File: src/rtl/fpu_result_queue.sv
// Result queue between the combinational double-precision FPU and writeback, with sticky exception flags.
// Latency: one cycle from enqueue to out_valid on an empty queue; no bypass path.
// Backpressure: in_ready = !full from registered count; a same-cycle dequeue raises it only next cycle.
module fpu_result_queue #(
    parameter int DEPTH     = 4,
    parameter int TAG_WIDTH = 4
) (
    input  logic                     clk,
    input  logic                     rst_n,
    input  logic                     in_valid,
    output logic                     in_ready,
    input  logic [63:0]              in_result,
    input  logic [4:0]               in_flags,
    input  logic [TAG_WIDTH-1:0]     in_tag,
    output logic                     out_valid,
    input  logic                     out_ready,
    output logic [63:0]              out_result,
    output logic [4:0]               out_flags,
    output logic [TAG_WIDTH-1:0]     out_tag,
    input  logic                     sticky_clr,
    output logic [4:0]               sticky,
    output logic [$clog2(DEPTH):0]   count
);

    localparam int PTR_W = $clog2(DEPTH);
    localparam int CNT_W = PTR_W + 1;

    typedef struct packed {
        logic [63:0]          result;
        logic [4:0]           flags;
        logic [TAG_WIDTH-1:0] tag;
    } entry_t;

    entry_t             mem [DEPTH];
    entry_t             head;
    logic [PTR_W-1:0]   wr_ptr;
    logic [PTR_W-1:0]   rd_ptr;
    logic [CNT_W-1:0]   count_q;
    logic [CNT_W-1:0]   count_d;
    logic [4:0]         sticky_q;
    logic [4:0]         sticky_d;
    logic               full;
    logic               empty;
    logic               enq;
    logic               deq;

    always_comb begin
        full      = (count_q == CNT_W'(DEPTH));
        empty     = (count_q == '0);
        in_ready  = !full;
        out_valid = !empty;
        enq       = in_valid && in_ready;
        deq       = out_valid && out_ready;
    end

    // Storage is never reset, so the head is masked while the queue is empty.
    always_comb begin
        head = empty ? '0 : mem[rd_ptr];
        out_result = head.result;
        out_flags  = head.flags;
        out_tag    = head.tag;
    end

    always_ff @(posedge clk) begin
        if (enq) begin
            mem[wr_ptr] <= '{result: in_result, flags: in_flags, tag: in_tag};
        end
    end

    always_comb begin
        count_d = count_q;
        case ({enq, deq})
            2'b10:   count_d = count_q + CNT_W'(1);
            2'b01:   count_d = count_q - CNT_W'(1);
            default: count_d = count_q;
        endcase
    end

    // Retiring flags are OR'd in after the clear, so a same-cycle clear never loses them.
    always_comb begin
        sticky_d = (sticky_clr ? 5'b0 : sticky_q) | (deq ? head.flags : 5'b0);
    end

    always_ff @(posedge clk or negedge rst_n) begin
        if (!rst_n) begin
            wr_ptr   <= '0;
            rd_ptr   <= '0;
            count_q  <= '0;
            sticky_q <= '0;
        end else begin
            if (enq) begin
                wr_ptr <= wr_ptr + PTR_W'(1);
            end
            if (deq) begin
                rd_ptr <= rd_ptr + PTR_W'(1);
            end
            count_q  <= count_d;
            sticky_q <= sticky_d;
        end
    end

    assign count  = count_q;
    assign sticky = sticky_q;

endmodule
File: config.mk
export PLATFORM = sky130hd
export DESIGN_NAME = fpu_result_queue
export DESIGN_NICKNAME = d
export VERILOG_FILES = /design/src/rtl/fpu_result_queue.sv
export SDC_FILE = /design/constraint.sdc
export NUM_CORES = 1
export LEC_CHECK = 0
export ABC_AREA = 1
export CORE_ASPECT_RATIO = 1.2
export CORE_UTILIZATION = 55
export DETAILED_ROUTE_END_ITERATION = 10
export PLACE_DENSITY = 0.86
export RECOVER_POWER = 25
export SETUP_SLACK_MARGIN = 0.5
export SYNTH_ARGS = -nofsm -noshare
export SYNTH_HDL_FRONTEND = slang
export SYNTH_SLANG_ARGS = --single-unit
File: constraint.sdc
create_clock -name clk -period 4.8 [get_ports clk]
set_input_delay 0.48 -clock clk [delete_from_list [all_inputs] [get_ports clk]]
set_output_delay 0.48 -clock clk [all_outputs]
set_load 0.1 [all_outputs]
## Word level (Yosys, flattened, before mapping)

Memories as Yosys holds them, arrays and structs flattened.
Index checks and enable logic that the tools add are counted.

- Bits in registers: 12
- RAM bits: 292
- Input port bits: 78
- Output and inout bits: 83
- Logic and storage cells: 25
- Memories: 1

- Add/subtract/negate cells: 4
- Equal/unequal tests: 3
- Muxes and demuxes: 6
- Bitwise gates (word level): 1
- Reductions and logical operators: 6

Memories:

| memory | words | width | rd ports | clocked after Yosys merged registers in | wr ports | line | RTL |
|---|---|---|---|---|---|---|---|
| mem | 4 | 73 | 1 | 0 | 1 | 34 | `entry_t mem [DEPTH];` |

Operators with widths:

| kind | number |
|---|---|
| $mux 73 | 1 |
| $mux 5 | 2 |
| $pmux 3 s2 | 1 |
| $or 5x5->5 | 1 |
| $add 2x1->2 const B | 2 |
| $add 3x1->3 const B | 1 |
| $eq 3x3->1 const B | 1 |
| $logic_not 3->1 | 1 |
| $sub 3x1->3 const B | 1 |
| $eq 2x1->1 const B | 1 |
| $eq 2x2->1 const B | 1 |
| $logic_and 1x1->1 | 2 |
| $logic_not 1->1 | 2 |
| $mux 1 | 2 |
| $reduce_bool 2->1 | 1 |

## Logic depth before layout (Yosys ltp)

- Word-level depth: 5
- Depth in mapped cells: 10
- Mapped depth without buffers: 10

## Least setup slack after synthesis

Ideal clock, no wire load.

- Path type: reg-to-reg
- From: register count_q[1], in the netlist count[1]
- To: memory mem[0][0] (netlist bit) (enable)
- Library setup time: 505 ps
- Arrival: 5,502 ps
- Data required time: 4,295 ps
- Setup slack: -1,207 ps
- Cell stages (with the launch flop): 5
- Buffers on the path: 0
- Clock period less this slack: 6,007 ps
- Cell sequence: dfrtp_1 inv_1 nand3_1 nand2_1 nor2_1

- Word-level cells in the longest chain between the ends: 5

RTL lines:

| item | line | RTL |
|---|---|---|
| start: declaration | 38 | `logic [CNT_W-1:0] count_q;` |
| start signal: assignment | 97 | `count_q <= count_d;` |
| $eq 3x3->1 | 48 | `full = (count_q == CNT_W'(DEPTH));` |
| $logic_not 1->1 | 50 | `in_ready = !full;` |
| net in_ready | 11 | `output logic in_ready,` |
| $logic_and 1x1->1 | 52 | `enq = in_valid && in_ready;` |
| $mux 1 | 65 | `if (enq) begin` |
| $mux 1 (not written as such) | 66 | `mem[wr_ptr] <= '{result: in_result, flags: in_flags, tag: in_tag};` |
| end: declaration | 34 |  |

The timed path passes the listed nets, and every way through them passes these cells.

## Final worst setup path

- From: register rd_ptr[0]
- To: output port out_result[9]

- Word-level cells in the longest chain between the ends: 2

RTL lines:

| item | line | RTL |
|---|---|---|
| start: declaration | 37 | `logic [PTR_W-1:0] rd_ptr;` |
| start signal: assignment | 95 | `rd_ptr <= rd_ptr + PTR_W'(1);` |
| $mem_v2 4x73 | -- |  |
| $mux 73 | 58 | `head = empty ? '0 : mem[rd_ptr];` |
| end: declaration | 17 | `output logic [63:0] out_result,` |

Every way passes these cells.

==> results.txt <==
Worst R2R Path Depth -> 6
worst r2r src -> rd_ptr[0]$_DFFE_PN0P_
Syn Nets -> 1037
IO Pins -> 161
GRT overflow -> 0
Final Skew -> 0.0216 ns
drt total wl -> 25300 um
pin count of the biggest net entering global routing -> 87
Iteration-0 DRC Markers -> 558
wire per inst -> 18.1 um
Startpoint Class -> flop
f_max -> 264 MHz
CTS tree -> done
pre-CTS WS -> 1.67 ns
P&R area growth vs syn -> 22.6%
post-synthesis cell type count -> 19
most frequent cells after synthesis -> 292 x edfxtp_1, 277 x nor2_1, 138 x o21ai_0
placed cell areas -> 13600 um^2
worst min path class -> in2async
Row Count -> 58
first-pass GRT wire length -> 38500 um
area fraction of the dominant cell type after synthesis -> 0.735
syn avg cell area -> 12.5 um^2
max_cap viols -> 0
R2R Setup Slk -> 2.41 ns
initial antenna violation count -> 3
post-CTS sizing -> 0
Post-DRT Antenna Nets -> 0
die width -> 136 um
via count -> 7822
Die Area -> 22300 um^2
Core Region -> 21100 um^2
Synth Flop Type -> edfxtp_1
count of input and output buffers -> 160
vias per std cell -> 5.61
Root Driver -> clkbuf_16
main area contributors after synthesis -> edfxtp_1 74%, nor2_1 8.7%, o21ai_0 5.8%
Post-DP HPWL -> 13900 um
Slew Limit Fails -> 0
Worst Setup Path Type -> reg2out
setup violation total in the final timing report -> 0
Hold-fix buffers, CTS -> 0
RSZ-0062 raised after global routing -> no
Arr. time, crit path -> 3.30 ns
Total Nets Final -> 1183
worst slew pin tran -> 0.966 ns
asr flop ratio synth -> 0.0395
Final TNS setup -> 0 ns
final hold vios -> 0
clock-pin slew on the worst setup and hold paths -> 0.06 ns
total number of H-tree levels -> 1
Pre-antenna DRT Iters -> 7
layout filler cell count -> 1385
register bit total from synthesis -> 304
Num CTS Buffers -> 29
period utilization -> 0.788
FF-to-FF End -> sticky[4]$_DFF_PN0_
CTS Buffer Depth -> 3
post-CTS repair timing setup buffer count -> 0
RD Place Congestion -> 0.750
Die H -> 163 um
number of flops mapped to enable cells by yosys -> 292
Yosys warnings -> 0
Setup crit end kind -> primary output
fin crit period -> 3.78 ns
vias in the first global route -> 7716
Tot GR Track Use -> 0.227
Worst Path Required -> 4.32 ns
Hold Slack -> 0.331 ns
count leader, synth -> edfxtp_1
status -> completed
Initial Util -> 0.565
Setup WS post-layout -> 1.02 ns
share of layout cells above drive strength 1 -> 0.124
largest area contributor in the netlist -> edfxtp_1
Max-slew headroom -> 0.354
Post-Syn Area -> 11900 um^2
clock latency on the worst-skew pair -> 0.55 ns
CTS Sinks -> 304
crit-path max FO -> 86
post-route design area -> 14600 um^2
DR DRC count -> 0
post-synthesis sequential area ratio -> 0.761
Mapped Cells -> 953
[stage by stage]
| step | std cells | utilization |
|---|---|---|
| global route | 1393 | 0.692 |
| detailed placement | 1338 | 0.644 |
| floorplan | 953 | - |
| global placement | 1338 | 0.644 |
| finish | 1395 | 0.692 |
| CTS | 1391 | 0.692 |
[sequential cells by signal, summed over array words and instances (netlist names)]
| name | count |
|---|---|
| count | 3 |
| wr_ptr | 2 |
| mem | 292 |
| sticky | 5 |
| rd_ptr | 2 |
[logic make-up after synthesis]
| family | share of synthesized area |
|---|---|
| flops | 0.761 |
| fa+ha+maj | 0.00693 |
| compound gates | 0.0894 |
| simple gates | 0.108 |
| buf+inv | 0.0318 |
| xor+xnor | 0.00294 |
[final cells by class]
type | instances | area (um^2) | share of cell area
clock inverters | 17 | 250 | 0.0171
repair buffers | 170 | 1550 | 0.106
flip-flops and latches | 304 | 9070 | 0.621
clock buffers | 36 | 762 | 0.0521
multi-input cells | 559 | 2500 | 0.171
diodes | 4 | 10.0 | 0.000685
inverters | 35 | 134 | 0.00916
well taps | 270 | 338 | 0.0231
[worst max-delay path, cell delays in order, from the launching register on]
cell     delay [ns]
dfrtp_4        0.89
buf_4          0.83
nor2_1         0.16
nor2_1         0.13
o21ai_0        0.12
a21oi_1        0.27
buf_4          0.35
[worst max path at each step]
stage | start | endpoint | slack (ns) | depth (start not counted)
2_1_floorplan | count[1]$_DFFE_PN0P_ | mem[0][0]$_DFFE_PP_ | -0.05 | 4
3_3_place_gp | rd_ptr[0]$_DFFE_PN0P_ | out_result[3] | 1.73 | 4
3_5_place_dp | rd_ptr[0]$_DFFE_PN0P_ | out_result[40] | 1.67 | 6
4_1_cts | rd_ptr[0]$_DFFE_PN0P_ | out_result[29] | 1.01 | 6
5_1_grt | rd_ptr[0]$_DFFE_PN0P_ | out_result[29] | 0.85 | 6
6_report | rd_ptr[0]$_DFFE_PN0P_ | out_result[9] | 1.02 | 6
[per-layer routing]
layer  global-route usage  share of wire
met5                    0              0
met4               0.0859          0.022
met3               0.0335          0.070
met2                0.403           0.52
met1                0.280           0.38
[cells in the final DEF, fill, tap and decap left out, drive strengths merged, types with 36 or more instances in the layout]
master         count
inv               37
nor2             277
dlygate4sd3       45
clkdlybuf4s50     43
buf               82
clkbuf            36
edfxtp           292
o21ai            138
nand2             40
a21oi             75
Power is not shown: default switching activity piles up to over one toggle a cycle in this logic, so the estimate is an artifact.
